### src/rtl/hyster_stream.sv
// Streaming 3x3 hysteresis threshold: one column per handshake in, one edge bit per centre column out.
// Optional HYSTER_BORDER_ZERO_EN forces the first and last centre column of a band to 0.
module hyster_stream #(
  parameter int BIT_LENGTH = 5,
  parameter int COLS       = 16,
  parameter int CNT_W      = $clog2(COLS + 1)
) (
  input  logic                  clk,
  input  logic                  reset,
  input  logic                  start,
  input  logic [BIT_LENGTH-1:0] weak_th,
  input  logic [BIT_LENGTH-1:0] strong_th,
  input  logic                  in_valid,
  output logic                  in_ready,
  input  logic [BIT_LENGTH-1:0] pixel_in0,
  input  logic [BIT_LENGTH-1:0] pixel_in1,
  input  logic [BIT_LENGTH-1:0] pixel_in2,
  output logic                  out_valid,
  output logic                  pixel_out,
  output logic                  band_done,
  output logic                  busy
);

  typedef enum logic [1:0] {S_IDLE, S_RUN, S_FLUSH} state_t;

  state_t                         state_q, state_d;
  logic [2:0][BIT_LENGTH-1:0]     c0_q, c0_d, c1_q, c1_d, c2_q, c2_d;
  logic [BIT_LENGTH-1:0]          weak_q, weak_d, strong_q, strong_d;
  logic [CNT_W-1:0]               cnt_q, cnt_d;
  logic                           win_vld_q, win_vld_d, win_last_q, win_last_d;
  logic                           out_valid_q, out_valid_d, pixel_out_q, pixel_out_d;
  logic                           band_done_q, band_done_d;
  logic                           accept, nb_strong, edge_bit;
`ifdef HYSTER_BORDER_ZERO_EN
  logic                           win_first_q, win_first_d;
`endif

  assign in_ready = (state_q == S_RUN);
  assign accept   = in_valid && in_ready;
  assign busy     = (state_q != S_IDLE);

  always_comb begin
    state_d    = state_q;
    c0_d       = c0_q;
    c1_d       = c1_q;
    c2_d       = c2_q;
    weak_d     = weak_q;
    strong_d   = strong_q;
    cnt_d      = cnt_q;
    win_vld_d  = 1'b0;
    win_last_d = 1'b0;
`ifdef HYSTER_BORDER_ZERO_EN
    win_first_d = 1'b0;
`endif
    case (state_q)
      S_IDLE: begin
        if (start) begin
          state_d  = S_RUN;
          c0_d     = '0;
          c1_d     = '0;
          c2_d     = '0;
          weak_d   = weak_th;
          strong_d = strong_th;
          cnt_d    = '0;
        end
      end
      S_RUN: begin
        if (accept) begin
          c0_d      = c1_q;
          c1_d      = c2_q;
          c2_d      = {pixel_in2, pixel_in1, pixel_in0};
          cnt_d     = cnt_q + CNT_W'(1);
          win_vld_d = (cnt_q != '0);
`ifdef HYSTER_BORDER_ZERO_EN
          win_first_d = (cnt_q == CNT_W'(1));
`endif
          if (cnt_q == CNT_W'(COLS - 1)) state_d = S_FLUSH;
        end
      end
      S_FLUSH: begin
        // Zero column stands in for the right-hand neighbour of the last column.
        c0_d       = c1_q;
        c1_d       = c2_q;
        c2_d       = '0;
        win_vld_d  = 1'b1;
        win_last_d = 1'b1;
        state_d    = S_IDLE;
      end
      default: state_d = S_IDLE;
    endcase
  end

  always_comb begin
    nb_strong = 1'b0;
    for (int r = 0; r < 3; r++) begin
      if (c0_q[r] >= strong_q || c2_q[r] >= strong_q) nb_strong = 1'b1;
    end
    if (c1_q[0] >= strong_q || c1_q[2] >= strong_q) nb_strong = 1'b1;

    if (c1_q[1] >= strong_q)    edge_bit = 1'b1;
    else if (c1_q[1] < weak_q)  edge_bit = 1'b0;
    else                        edge_bit = nb_strong;

    out_valid_d = win_vld_q;
    band_done_d = win_vld_q && win_last_q;
`ifdef HYSTER_BORDER_ZERO_EN
    pixel_out_d = win_vld_q && edge_bit && !win_first_q && !win_last_q;
`else
    pixel_out_d = win_vld_q && edge_bit;
`endif
  end

  always_ff @(posedge clk or posedge reset) begin
    if (reset) begin
      state_q     <= S_IDLE;
      c0_q        <= '0;
      c1_q        <= '0;
      c2_q        <= '0;
      weak_q      <= '0;
      strong_q    <= '0;
      cnt_q       <= '0;
      win_vld_q   <= 1'b0;
      win_last_q  <= 1'b0;
      out_valid_q <= 1'b0;
      pixel_out_q <= 1'b0;
      band_done_q <= 1'b0;
`ifdef HYSTER_BORDER_ZERO_EN
      win_first_q <= 1'b0;
`endif
    end else begin
      state_q     <= state_d;
      c0_q        <= c0_d;
      c1_q        <= c1_d;
      c2_q        <= c2_d;
      weak_q      <= weak_d;
      strong_q    <= strong_d;
      cnt_q       <= cnt_d;
      win_vld_q   <= win_vld_d;
      win_last_q  <= win_last_d;
      out_valid_q <= out_valid_d;
      pixel_out_q <= pixel_out_d;
      band_done_q <= band_done_d;
`ifdef HYSTER_BORDER_ZERO_EN
      win_first_q <= win_first_d;
`endif
    end
  end

  assign out_valid = out_valid_q;
  assign pixel_out = pixel_out_q;
  assign band_done = band_done_q;

endmodule

### config.mk
export PLATFORM = sky130hd
export DESIGN_NAME = hyster_stream
export DESIGN_NICKNAME = d
export VERILOG_FILES = /design/src/rtl/hyster_stream.sv
export SDC_FILE = /design/constraint.sdc
export NUM_CORES = 1
export LEC_CHECK = 0
export ABC_AREA = 1
export BUFFER_PORTS_ARGS = -buffer_cell sky130_fd_sc_hd__buf_2
export CAP_MARGIN = 20
export CELL_PAD_IN_SITES_DETAIL_PLACEMENT = 2
export CELL_PAD_IN_SITES_GLOBAL_PLACEMENT = 2
export CORE_ASPECT_RATIO = 0.8
export CORE_MARGIN = 1
export CORE_UTILIZATION = 38
export CTS_BUF_LIST = sky130_fd_sc_hd__clkbuf_8
export DETAILED_ROUTE_END_ITERATION = 16
export GPL_TIMING_DRIVEN = 0
export PLACE_DENSITY_LB_ADDON = 0.3
export SETUP_SLACK_MARGIN = 0.02
export SYNTH_ARGS = -nofsm -noshare
export SYNTH_HDL_FRONTEND = slang
export SYNTH_SLANG_ARGS = --single-unit
### constraint.sdc
create_clock -name clk -period 2.94 [get_ports clk]
set_input_delay 0.735 -clock clk [delete_from_list [all_inputs] [get_ports clk]]
set_output_delay 0.735 -clock clk [all_outputs]
set_load 0.05 [all_outputs]
==> After elaboration in Yosys (flattened, before gate mapping) <==
Cells that the tools add are included.
W data, S select, Z words.
{ "classes": {"add_sub_neg": 1, "reduce_logical": 16, "magnitude_cmp": 10, "n_eq_ne": 6, "n_mux": 23} }
{ "ops": {"columns": ["op", "n"], "rows": [
  ["$pmux W15 S3", 3],
  ["$mux W15", 4],
  ["$ge A5 B5 Y1", 9],
  ["$mux W5", 2],
  ["$pmux W5 S2", 1],
  ["$reduce_and A3 Y1", 3],
  ["$mux W1", 8],
  ["$mux W2", 3],
  ["$add A5 B1 Y5 const B", 1],
  ["$eq A5 B4 Y1 const B", 1],
  ["$lt A5 B5 Y1", 1],
  ["$reduce_bool A5 Y1", 1],
  ["$logic_or A1 B1 Y1", 4],
  ["$ne A2 B1 Y1 const B", 2],
  ["$pmux W2 S2", 1],
  ["$reduce_bool A2 Y1", 2],
  ["$logic_and A1 B1 Y1", 3],
  ["$reduce_bool A3 Y1", 1],
  ["$eq A2 B1 Y1 const B", 1],
  ["$eq A2 B2 Y1 const B", 1],
  ["$logic_not A2 Y1", 1],
  ["$ne A2 B2 Y1 const B", 1],
  ["$pmux W1 S2", 1],
  ["$reduce_and A2 Y1", 1]
]} }
{ "word_totals": {"in_bits": 29, "ff_bits": 67, "wordCells": 74, "output_inout_bits": 5} }

==> Longest topological paths before layout <==
Gate-level depths: netlist (run 1).
{ "depth": {"depth_word": 9, "mapped_depth": 12, "ltp_nobuf": 12} }

==> Worst setup path after synthesis (run 1) <==
Ideal clock, no wire load.
{ "synth_timing": {"path_kind": "register to register", "startpoint": "register state_q[1]", "endpoint": "register cnt_q[3]", "path_slack_ps": 995, "path_stages_with_launch": 11, "t_arrival_ps": 1821, "setup_time_ps": 124, "period_less_slack_ps": 1945, "path_buffers": 1, "path_cell_list": "dfrtp_1 > inv_1 > ha_1 > buf_6 > nand2_4 > nand2_4 > nand2_8 > a21oi_4 > nand4_2 > nor2_1 > nor3_2"} }
{ "synth_between": {"elab_chain_cells": 4, "word_cells_on_any_way": 8} }
{ "synth_lines": {"columns": ["element", "line_no", "rtl"], "rows": [
  ["start: declaration", "26", "state_t state_q, state_d;"],
  ["start signal: assignment", "131", "state_q <= state_d;"],
  ["$eq A2 B1 Y1 *", "38", "assign in_ready = (state_q == S_RUN);"],
  ["named net in_ready", "14", "output logic in_ready,"],
  ["$logic_and A1 B1 Y1", "39", "assign accept = in_valid && in_ready;"],
  ["$ne A2 B1 Y1 (no source line)", null, null],
  ["$reduce_and A3 Y1 (no source line)", null, null],
  ["end signal: assignment", "137", "cnt_q <= cnt_d;"],
  ["end: declaration", "29", "logic [CNT_W-1:0] cnt_q, cnt_d;"]
]} }
The timed path passes the listed nets; every way through them passes the cells marked *.
A chain may end at the register's enable or synchronous reset.

==> Worst setup path in the final report (run 1) <==
{ "layout_timing": {"startpoint": "register state_q[1]", "endpoint": "output port busy"} }
{ "layout_between": {"elab_chain_cells": 1} }
{ "layout_lines": {"columns": ["element", "line_no", "rtl"], "rows": [
  ["$reduce_bool A2 Y1", "40", "assign busy = (state_q != S_IDLE);"],
  ["end: declaration", "21", "output logic busy"]
]} }
Every way passes these cells.

==> flow_summary.json, run 1 <==
{
  "start_util_pct": 39.4,
  "multi_input_area_um2": 2060,
  "dpl_cell_area_um2": 4410,
  "endpoint_kind": "output pin",
  "fin_worst_skew_ns": 0.00831,
  "crit_required_ns": 2.20,
  "r2r_slack_ns": 0.92,
  "status": "completed",
  "leakage_nw": 2.62,
  "setup_viol": 0,
  "rows": 33,
  "wirelength_met1_mm": 5.69,
  "clock_latency_ns": 0.36,
  "clock_power_share_pct": 14.7,
  "r2r_cells": 10,
  "antenna_found_initial": 0,
  "drc": 0,
  "wl_per_cell_um": 19.2,
  "fmax_mhz": 451,
  "numPortBuffers": 33,
  "fill_cells": 1165,
  "ys_async_sr_fraction_pct": 100,
  "synth_fp_nets": 556,
  "yosys.area.top_type": "dfrtp_1",
  "synth_edf_count": 0,
  "core_um2": 10300,
  "holdPathStages": 0,
  "worst_hold_slack_ns": 0.421,
  "wl_mm": 12.6,
  "r2r-start": "strong_q[2]$_DFFE_PP0P_",
  "synthCells": 470,
  "clock_path_buffers": 2,
  "power_switching_share_pct": 50.9,
  "yosysSeqAreaShare_pct": 41.3,
  "detailedRoute.firstIterationViolations": 190,
  "finalNonFillerCells": 658,
  "ant_nets": 0,
  "viasPerCell": 5.27,
  "relSlewSlack_pct": 42.1,
  "synth_most_common_cell": "nand2_1",
  "dp_hpwl_mm": 9.08,
  "htree_levels": 3,
  "drv_cap": 0,
  "finalNetCount": 600,
  "wl_met3_um": 467,
  "ys_types": 33,
  "die-width_um": 118,
  "worst_slew_pin_slew_ns": 0.869,
  "min_period_ns": 2.22,
  "internal-power_w": 0.00263,
  "avgSynthCellArea_um2": 8.64,
  "cts.sink_count": 67,
  "synth_area_um2": 4060,
  "drive_gt1_share_pct": 15.8,
  "postCtsSetupRepairBufs": 0,
  "cts_root_buf": "clkbuf_8",
  "rsz0062_at_grt": "false",
  "final_util_pct": 44.5,
  "area_delta_synth_final_pct": 13.2,
  "grt_use_total_pct": 24.4,
  "share_comb_of_total_power_pct": 56.3,
  "first_pass_iters": 4,
  "grt_pass1_wl_mm": 20.7,
  "num_io_pins": 34,
  "vias": 3465,
  "holdBufCountCts": 0,
  "netlist.area_leader.share_pct": 41.3,
  "final_max_slew_viol_count": 0,
  "seqCellArea_um2": 1680,
  "dp.cells": 643,
  "crit_type": "reg -> out",
  "cts_resized": 0,
  "die_area_um2": 11100,
  "crit_path_max_fanout": 4,
  "top_layer": "met4",
  "final_hold_viol_count": 0,
  "antenna_cells": 0,
  "min_period_over_period_pct": 75.5,
  "clkTransAtPathRegs_ns": 0.07,
  "p_per_area_nw_per_um2": 1170,
  "hold_end": "out_valid$_DFF_PP0_",
  "dr_wl_met2_mm": 6.30,
  "cts_tree": "built",
  "start_kind": "register",
  "rr_endpoint": "pixel_out$_DFF_PP0_",
  "hold_path_startpoint": "out_valid_d$_DFF_PP0_",
  "final_area_um2": 4600,
  "hold_class": "reg -> reg",
  "place_congestion": 0.762,
  "synth_ff_type": "dfrtp_1",
  "fin_setup_tns_ns": 0,
  "peakVddDrop_mv": 0.572,
  "yosys-top-cells-count": "nand2_1 (105), dfrtp_1 (67), ha_1 (57)",
  "grt_pass1_vias": 3905,
  "ys_top_cells_by_area": "dfrtp_1 (41%), ha_1 (18%), nand2_1 (9.7%)",
  "die_y_um": 94.5,
  "grt_max_degree": 68,
  "cp.arrival_ns": 1.48,
  "numCtsBuffers": 9,
  "ys_seq_elements": 67,
  "p_seq_share_pct": 29.0,
  "switchingPower_w": 0.00273,
  "grt_overflow": 0,
  "ys_warn_count": 0
}
placed cells by master (no fill, tap or decap), types with 2 or more instances in the layout:
| cell type | synthesis | layout |
|---|---|---|
| a21oi_1 | 26 | 26 |
| buf_2 | 5 | 38 |
| buf_4 | 2 | 2 |
| buf_6 | 4 | 4 |
| clkbuf_1 | 6 | 6 |
| clkbuf_8 | 0 | 10 |
| dfrtp_1 | 67 | 67 |
| ha_1 | 57 | 57 |
| inv_1 | 53 | 53 |
| mux2_2 | 2 | 2 |
| nand2_1 | 105 | 105 |
| nand2_4 | 2 | 2 |
| nand3_1 | 48 | 48 |
| nand4_1 | 3 | 3 |
| nor2_1 | 26 | 26 |
| o211ai_1 | 2 | 2 |
| o21ai_0 | 13 | 13 |
| o21ai_1 | 24 | 24 |
| o21ai_2 | 10 | 10 |
cells by family after synthesis:
kind of cell	Yosys count	synth area share [%]
flops	67	41.3
fa+ha+maj	57	17.6
compound gates	81	11.6
simple gates	190	20.9
mux	2	0.554
buf+inv	73	8.10
power by group through the flow:
stage | Clock [W] | Combinational, W | Sequential [W]
final | 0.000786 | 0.00302 | 0.00156
after CTS | 0.000802 | 0.00306 | 0.00156
after floorplan | 0 | 0.00205 | 0.00148
after global placement | 0 | 0.00276 | 0.00155
after detailed placement | 0 | 0.00300 | 0.00157
after global routing | 0.000839 | 0.00337 | 0.00160
cell type report:
cell class,instances,area share (%)
inverter,54,4.46
multi-input combinational,330,44.7
timing repair buffer,33,3.59
clock buffer,10,2.99
clock inverter,5,1.20
buffer,19,2.75
tap,140,3.81
sequential,67,36.5
sequential cells by signal (all words and copies together) (netlist names):
name,cells
band_done,1
c1_q,15
win_last_q,1
strong_q,5
state_q,2
c2_q,15
c0_q,15
pixel_out,1
cnt_q,5
weak_q,5
out_valid_d,1
out_valid,1
worst max-delay path by stage:
stage | start | end | slack (ns) | depth (start not counted)
after floorplan | reset | band_done$_DFF_PP0_ | 0.52 | 1
after global placement | reset | c1_q[11]$_DFFE_PP0P_ | -0.44 | 2
after detailed placement | strong_q[2]$_DFFE_PP0P_ | pixel_out$_DFF_PP0_ | 0.97 | 10
after CTS | state_q[1]$_DFFE_PP0P_ | busy | 0.70 | 4
after global routing | state_q[1]$_DFFE_PP0P_ | busy | 0.63 | 4
final | state_q[1]$_DFFE_PP0P_ | busy | 0.72 | 4
worst max-delay path, cell delays in order, from the launching register on:
cell and delay (ns):
dfrtp_1 0.40, inv_1 0.12, ha_1 0.24, inv_2 0.10
buf_2 0.27
through the flow:
| step | worst slack (ns) | power [W] |
|---|---|---|
| CTS | 0.696 | 0.00542 |
| detailed placement | 0.965 | 0.00457 |
| floorplan | 0.522 | 0.00353 |
| finish | 0.720 | 0.00536 |
| global placement | -0.441 | 0.00431 |
| global route | 0.630 | 0.00581 |
routing by layer:
metal  GRT usage [%]  up-vias
met3            4.71       16
met5               0        -
li1                -     1634
met1            30.7     1764
met2            43.1       51
met4            6.09        0
Note: power is estimated with default switching activity, not from simulation.
==> inputs of run 2 (changes only) <==
==> constraint.sdc (replaced) <==
create_clock -name clk -period 2.1 [get_ports clk]
set_input_delay 0.525 -clock clk [delete_from_list [all_inputs] [get_ports clk]]
set_output_delay 0.525 -clock clk [all_outputs]
set_load 0.05 [all_outputs]
==> run 2 against run 1 <==
Sequential share of layout area fell by 0.60 points. Die area did not move. Combinational power rose by 44%. Largest cell class unchanged. Total power rose by 43%. Clock power rose by 46%. Via count rose by 0.23%. Core utilization rose by 0.74 points. Register-to-register slack got worse by 0.74 ns. Non-clock buffer count rose by 4. Critical path depth did not move. First-iteration DRC count fell by 33%.
==> flow_summary.json, run 2 (synthesis results as in run 1) <==
{
  "viasPerCell": 5.25,
  "final_max_slew_viol_count": 0,
  "rr_endpoint": "pixel_out$_DFF_PP0_",
  "place_congestion": 0.751,
  "dpl_worst_slack_ns": 0.151,
  "setup_viol": 0,
  "p_total_w": 0.00769,
  "antenna_found_initial": 0,
  "p_per_area_nw_per_um2": 1640,
  "status": "completed",
  "min_period_ns": 1.99,
  "rsz0062_at_grt": "false",
  "num_io_pins": 34,
  "worst_slew_pin_slew_ns": 0.774,
  "dp_hpwl_mm": 9.60,
  "grt_pass1_vias": 3904,
  "fin_worst_skew_ns": 0.00859,
  "die-width_um": 118,
  "wl_per_cell_um": 19.9,
  "ant_nets": 0,
  "die_y_um": 94.5,
  "area_delta_synth_final_pct": 15.1,
  "finalNetCount": 604,
  "endpoint": "busy",
  "rows": 33,
  "final_common_cell": "nand2_1",
  "cts.sink_count": 67,
  "crit_type": "reg -> out",
  "final_util_pct": 45.3,
  "antenna_cells": 0,
  "drc": 0,
  "min_period_over_period_pct": 94.5,
  "setup_slack_ns": 0.115,
  "clkTransAtPathRegs_ns": 0.08,
  "vias": 3473,
  "grt_use_total_pct": 25.7,
  "peakVddDrop_mv": 0.652,
  "crit_required_ns": 1.57,
  "die_area_um2": 11100,
  "first_pass_iters": 4,
  "cts_root_buf": "clkbuf_8",
  "wl_mm": 13.2,
  "final_hold_viol_count": 0,
  "grt_max_degree": 27,
  "crit_path_max_fanout": 4,
  "top_regs": "c0_q x15, c1_q x15, c2_q x15",
  "drv_cap": 0,
  "drive_gt1_share_pct": 16.9,
  "hold_class": "in -> async",
  "endpoint_kind": "output pin",
  "cp.arrival_ns": 1.46,
  "cts_tree": "built",
  "worst_hold_slack_ns": 0.164,
  "start_util_pct": 39.4,
  "r2r_slack_ns": 0.18,
  "grt_pass1_wl_mm": 21.5,
  "clock_latency_ns": 0.36,
  "r2r_cells": 10,
  "detailedRoute.firstIterationViolations": 127,
  "grt_overflow": 0,
  "fmax_mhz": 504,
  "startpoint": "state_q[0]$_DFFE_PP0P_",
  "r2r-start": "strong_q[4]$_DFFE_PP0P_",
  "start_kind": "register",
  "leakage_nw": 2.64,
  "mostFrequentLayoutCells": "nand2_1 (105), dfrtp_1 (67), ha_1 (57)",
  "fin_setup_tns_ns": 0,
  "clock_path_buffers": 2,
  "core_um2": 10300,
  "htree_levels": 3,
  "relSlewSlack_pct": 48.4,
  "numPortBuffers": 33,
  "numCtsBuffers": 9
}
-- run 2: cell types whose count changed in the layout (fill, tap and decap cells not counted) --
cell,before,now
buf_2,38,35
inv_1,53,51
clkbuf_8,10,11
clkinv_4,1,0
clkbuf_4,0,3
inv_4,1,0
buf_12,0,2
buf_4,2,4
clkinvlp_4,1,4
-- run 2: worst min path at each step --
stage	start	end	cells past startpoint
3_5_place_dp	out_valid_d$_DFF_PP0_	out_valid$_DFF_PP0_	0
2_1_floorplan	out_valid_d$_DFF_PP0_	out_valid$_DFF_PP0_	0
4_1_cts	reset	cnt_q[0]$_DFFE_PP0P_	2
3_3_place_gp	out_valid_d$_DFF_PP0_	out_valid$_DFF_PP0_	0
6_report	reset	weak_q[2]$_DFFE_PP0P_	2
5_1_grt	reset	cnt_q[0]$_DFFE_PP0P_	2
-- run 2: cell type report --
type / instances / area (µm²)
Clock inverter: 4 / 50.0
Multi-Input combinational cell: 330 / 2060
Fill cell: 1163 / 5650
Buffer: 19 / 131
Sequential cell: 67 / 1680
Inverter: 54 / 210
Tap cell: 140 / 175
Clock buffer: 11 / 151
Timing Repair Buffer: 37 / 223
-- run 2: worst max-delay path: stages (launching register included) --
cell	delay [ns]
dfrtp_1	0.39
inv_1	0.13
ha_1	0.25
inv_2	0.10
clkbuf_4	0.24
-- run 2: power by group --
| group | leakage (nW) | total, W | internal, W | switching, W |
|---|---|---|---|---|
| Combinational | 1.67 | 0.00435 | 0.00142 | 0.00294 |
| Clock | 0.0974 | 0.00115 | 0.000605 | 0.000544 |
| Sequential | 0.876 | 0.00219 | 0.00177 | 0.000418 |
-- run 2: what timing repair did --
action | 4_1_cts | 5_1_grt
buffers inserted | 0 | 2
gates resized for setup | 0 | 4
setup endpoints to repair | 0 | 7
hold buffers | 0 | 0
-- run 2: layer usage --
| metal | track usage (%) | wire [µm] | vias to the layer above |
|---|---|---|---|
| met5 | 0 | 0 | - |
| met4 | 5.56 | 128 | 0 |
| met3 | 5.25 | 419 | 15 |
| met2 | 45.4 | 6540 | 44 |
| met1 | 32.4 | 6070 | 1765 |
| li1 | - | - | 1649 |
-- run 2: through the flow --
| stage | instances | area, µm² |
|---|---|---|
| after CTS | 660 | 4650 |
| after floorplan | 470 | 4070 |
| after global routing | 662 | 4670 |
| after global placement | 643 | 4410 |
| final | 662 | 4670 |
| after detailed placement | 645 | 4450 |
==> inputs of run 3 (changes only) <==
--- a/config.mk
+++ b/config.mk
@@ -8,11 +8,11 @@
 export ABC_AREA = 1
 export BUFFER_PORTS_ARGS = -buffer_cell sky130_fd_sc_hd__buf_2
 export CAP_MARGIN = 20
-export CELL_PAD_IN_SITES_DETAIL_PLACEMENT = 2
-export CELL_PAD_IN_SITES_GLOBAL_PLACEMENT = 2
+export CELL_PAD_IN_SITES_DETAIL_PLACEMENT = 1
+export CELL_PAD_IN_SITES_GLOBAL_PLACEMENT = 1
 export CORE_ASPECT_RATIO = 0.8
 export CORE_MARGIN = 1
-export CORE_UTILIZATION = 38
+export CORE_UTILIZATION = 47
 export CTS_BUF_LIST = sky130_fd_sc_hd__clkbuf_8
 export DETAILED_ROUTE_END_ITERATION = 16
 export GPL_TIMING_DRIVEN = 0
==> run 3 against run 2 <==
Core utilization up 11 points. Wire length is 15% lower. Non-clock buffer count fell by 3. Die area decreased by 19%. Sequential share of layout area up 0.58 points. First-iteration DRC count up 83%. Via count decreased by 1.2%. Clock skew up 0.0011 ns. Register-to-register slack got worse by 0.03 ns. Clock-buffer cell count unchanged. Critical path type unchanged. Largest cell class unchanged. Largest power group unchanged.
==> flow_summary.json, run 3 (synthesis results as in run 1) <==
{
  "r2r_cells": 10,
  "detailedRoute.firstIterationViolations": 233,
  "dp.cells": 612,
  "clock_latency_ns": 0.36,
  "mostFrequentLayoutCells": "nand2_1 (105), dfrtp_1 (67), ha_1 (57)",
  "cp.arrival_ns": 1.48,
  "cts_resized": 0,
  "cts.sink_count": 67,
  "cts_root_buf": "clkbuf_8",
  "r2r-start": "state_q[1]$_DFFE_PP0P_",
  "clock_path_buffers": 2,
  "worst_hold_slack_ns": 0.313,
  "clkTransAtPathRegs_ns": 0.08,
  "min_period_over_period_pct": 95.4,
  "die_y_um": 85.2,
  "drive_gt1_share_pct": 16.3,
  "hold_class": "in -> async",
  "top_regs": "c0_q x15, c1_q x15, c2_q x15",
  "wl_mm": 11.2,
  "final_max_slew_viol_count": 0,
  "die_area_um2": 9020,
  "postCtsSetupRepairBufs": 0,
  "holdBufCountCts": 0,
  "grt_use_total_pct": 27.9,
  "grt_overflow": 0,
  "first_pass_iters": 6,
  "ant_nets": 0,
  "dp_hpwl_mm": 8.27,
  "finalNetCount": 601,
  "dpl_worst_slack_ns": 0.171,
  "numCtsBuffers": 9,
  "drc": 0,
  "crit_required_ns": 1.57,
  "vias": 3430,
  "setup_slack_ns": 0.0966,
  "min_period_ns": 2.00,
  "cts_tree": "built",
  "antenna_cells": 0,
  "die-width_um": 106,
  "setup_viol": 0,
  "final_common_cell": "nand2_1",
  "leakage_nw": 2.63,
  "numPortBuffers": 33,
  "status": "completed",
  "grt_max_degree": 35,
  "final_hold_viol_count": 0,
  "fin_setup_tns_ns": 0,
  "worst_slew_pin_slew_ns": 0.829,
  "rows": 29,
  "num_io_pins": 34,
  "drv_cap": 0,
  "area_delta_synth_final_pct": 13.2,
  "p_per_area_nw_per_um2": 1620,
  "peakVddDrop_mv": 1.07,
  "grt_pass1_vias": 3757,
  "endpoint_kind": "output pin",
  "antenna_found_initial": 0,
  "rsz0062_at_grt": "false",
  "rr_endpoint": "c0_q[4]$_DFFE_PP0P_",
  "final_util_pct": 56.4,
  "relSlewSlack_pct": 44.6,
  "r2r_slack_ns": 0.15,
  "finalNonFillerCells": 628,
  "htree_levels": 3,
  "fin_worst_skew_ns": 0.00971,
  "viasPerCell": 5.46,
  "crit_path_max_fanout": 4,
  "start_util_pct": 49.8,
  "crit_type": "reg -> out",
  "wl_per_cell_um": 17.8,
  "place_congestion": 0.798,
  "fmax_mhz": 499,
  "start_kind": "register",
  "grt_pass1_wl_mm": 19.0,
  "core_um2": 8160
}
## run 3: cell count changes in the layout (fill, tap and decap cells not counted)
| cell | before | now |
|---|---|---|
| buf_2 | 35 | 37 |
| buf_4 | 4 | 2 |
| clkbuf_4 | 3 | 1 |
| clkinvlp_4 | 4 | 2 |
| buf_12 | 2 | 1 |
| clkinv_4 | 0 | 1 |
| inv_1 | 51 | 52 |
| inv_6 | 0 | 1 |
## run 3: cell type report
cell class              instances  area, µm²
multi-input cells             330       2060
fillers                      1000       3560
inverters                      54        206
plain buffers                  19        126
well taps                     108        135
repair buffers                 34        188
clock buffers                  11        151
flip-flops and latches         67       1680
clock inverters                 5       60.1
## run 3: worst max-delay path by stage
stage / from / endpoint / cells past startpoint
finish: state_q[1]$_DFFE_PP0P_ / busy / 4
CTS: state_q[0]$_DFFE_PP0P_ / busy / 4
detailed placement: state_q[1]$_DFFE_PP0P_ / c0_q[4]$_DFFE_PP0P_ / 10
floorplan: state_q[1]$_DFFE_PP0P_ / cnt_q[3]$_DFFE_PP0P_ / 10
global route: state_q[1]$_DFFE_PP0P_ / c2_q[11]$_DFFE_PP0P_ / 10
global placement: reset / weak_q[4]$_DFFE_PP0P_ / 2
## run 3: per-stage QoR
step                area (µm²)  power [W]
floorplan                 4070    0.00494
global placement          4370    0.00592
detailed placement        4390    0.00624
CTS                       4600    0.00745
global route              4600    0.00804
finish                    4600    0.00744
## run 3: worst max-delay path, stage by stage (launching register included)
cell and delay, ns:
dfrtp_1 0.42, inv_1 0.12, ha_1 0.23, inv_2 0.11
clkbuf_4 0.24
## run 3: layer usage
layer | GRT usage, % | up-vias | routed length (µm)
met5 | 0 | - | 0
met4 | 9.47 | 0 | 204
met3 | 5.45 | 16 | 513
li1 | - | 1647 | -
met2 | 48.1 | 81 | 5460
met1 | 35.3 | 1686 | 5020
## run 3: power breakdown
part	total [W]	internal [W]	switching [W]
clock network	0.00115	0.000617	0.000533
logic	0.00411	0.00136	0.00275
registers	0.00217	0.00177	0.000406
total	0.00744	0.00375	0.00369
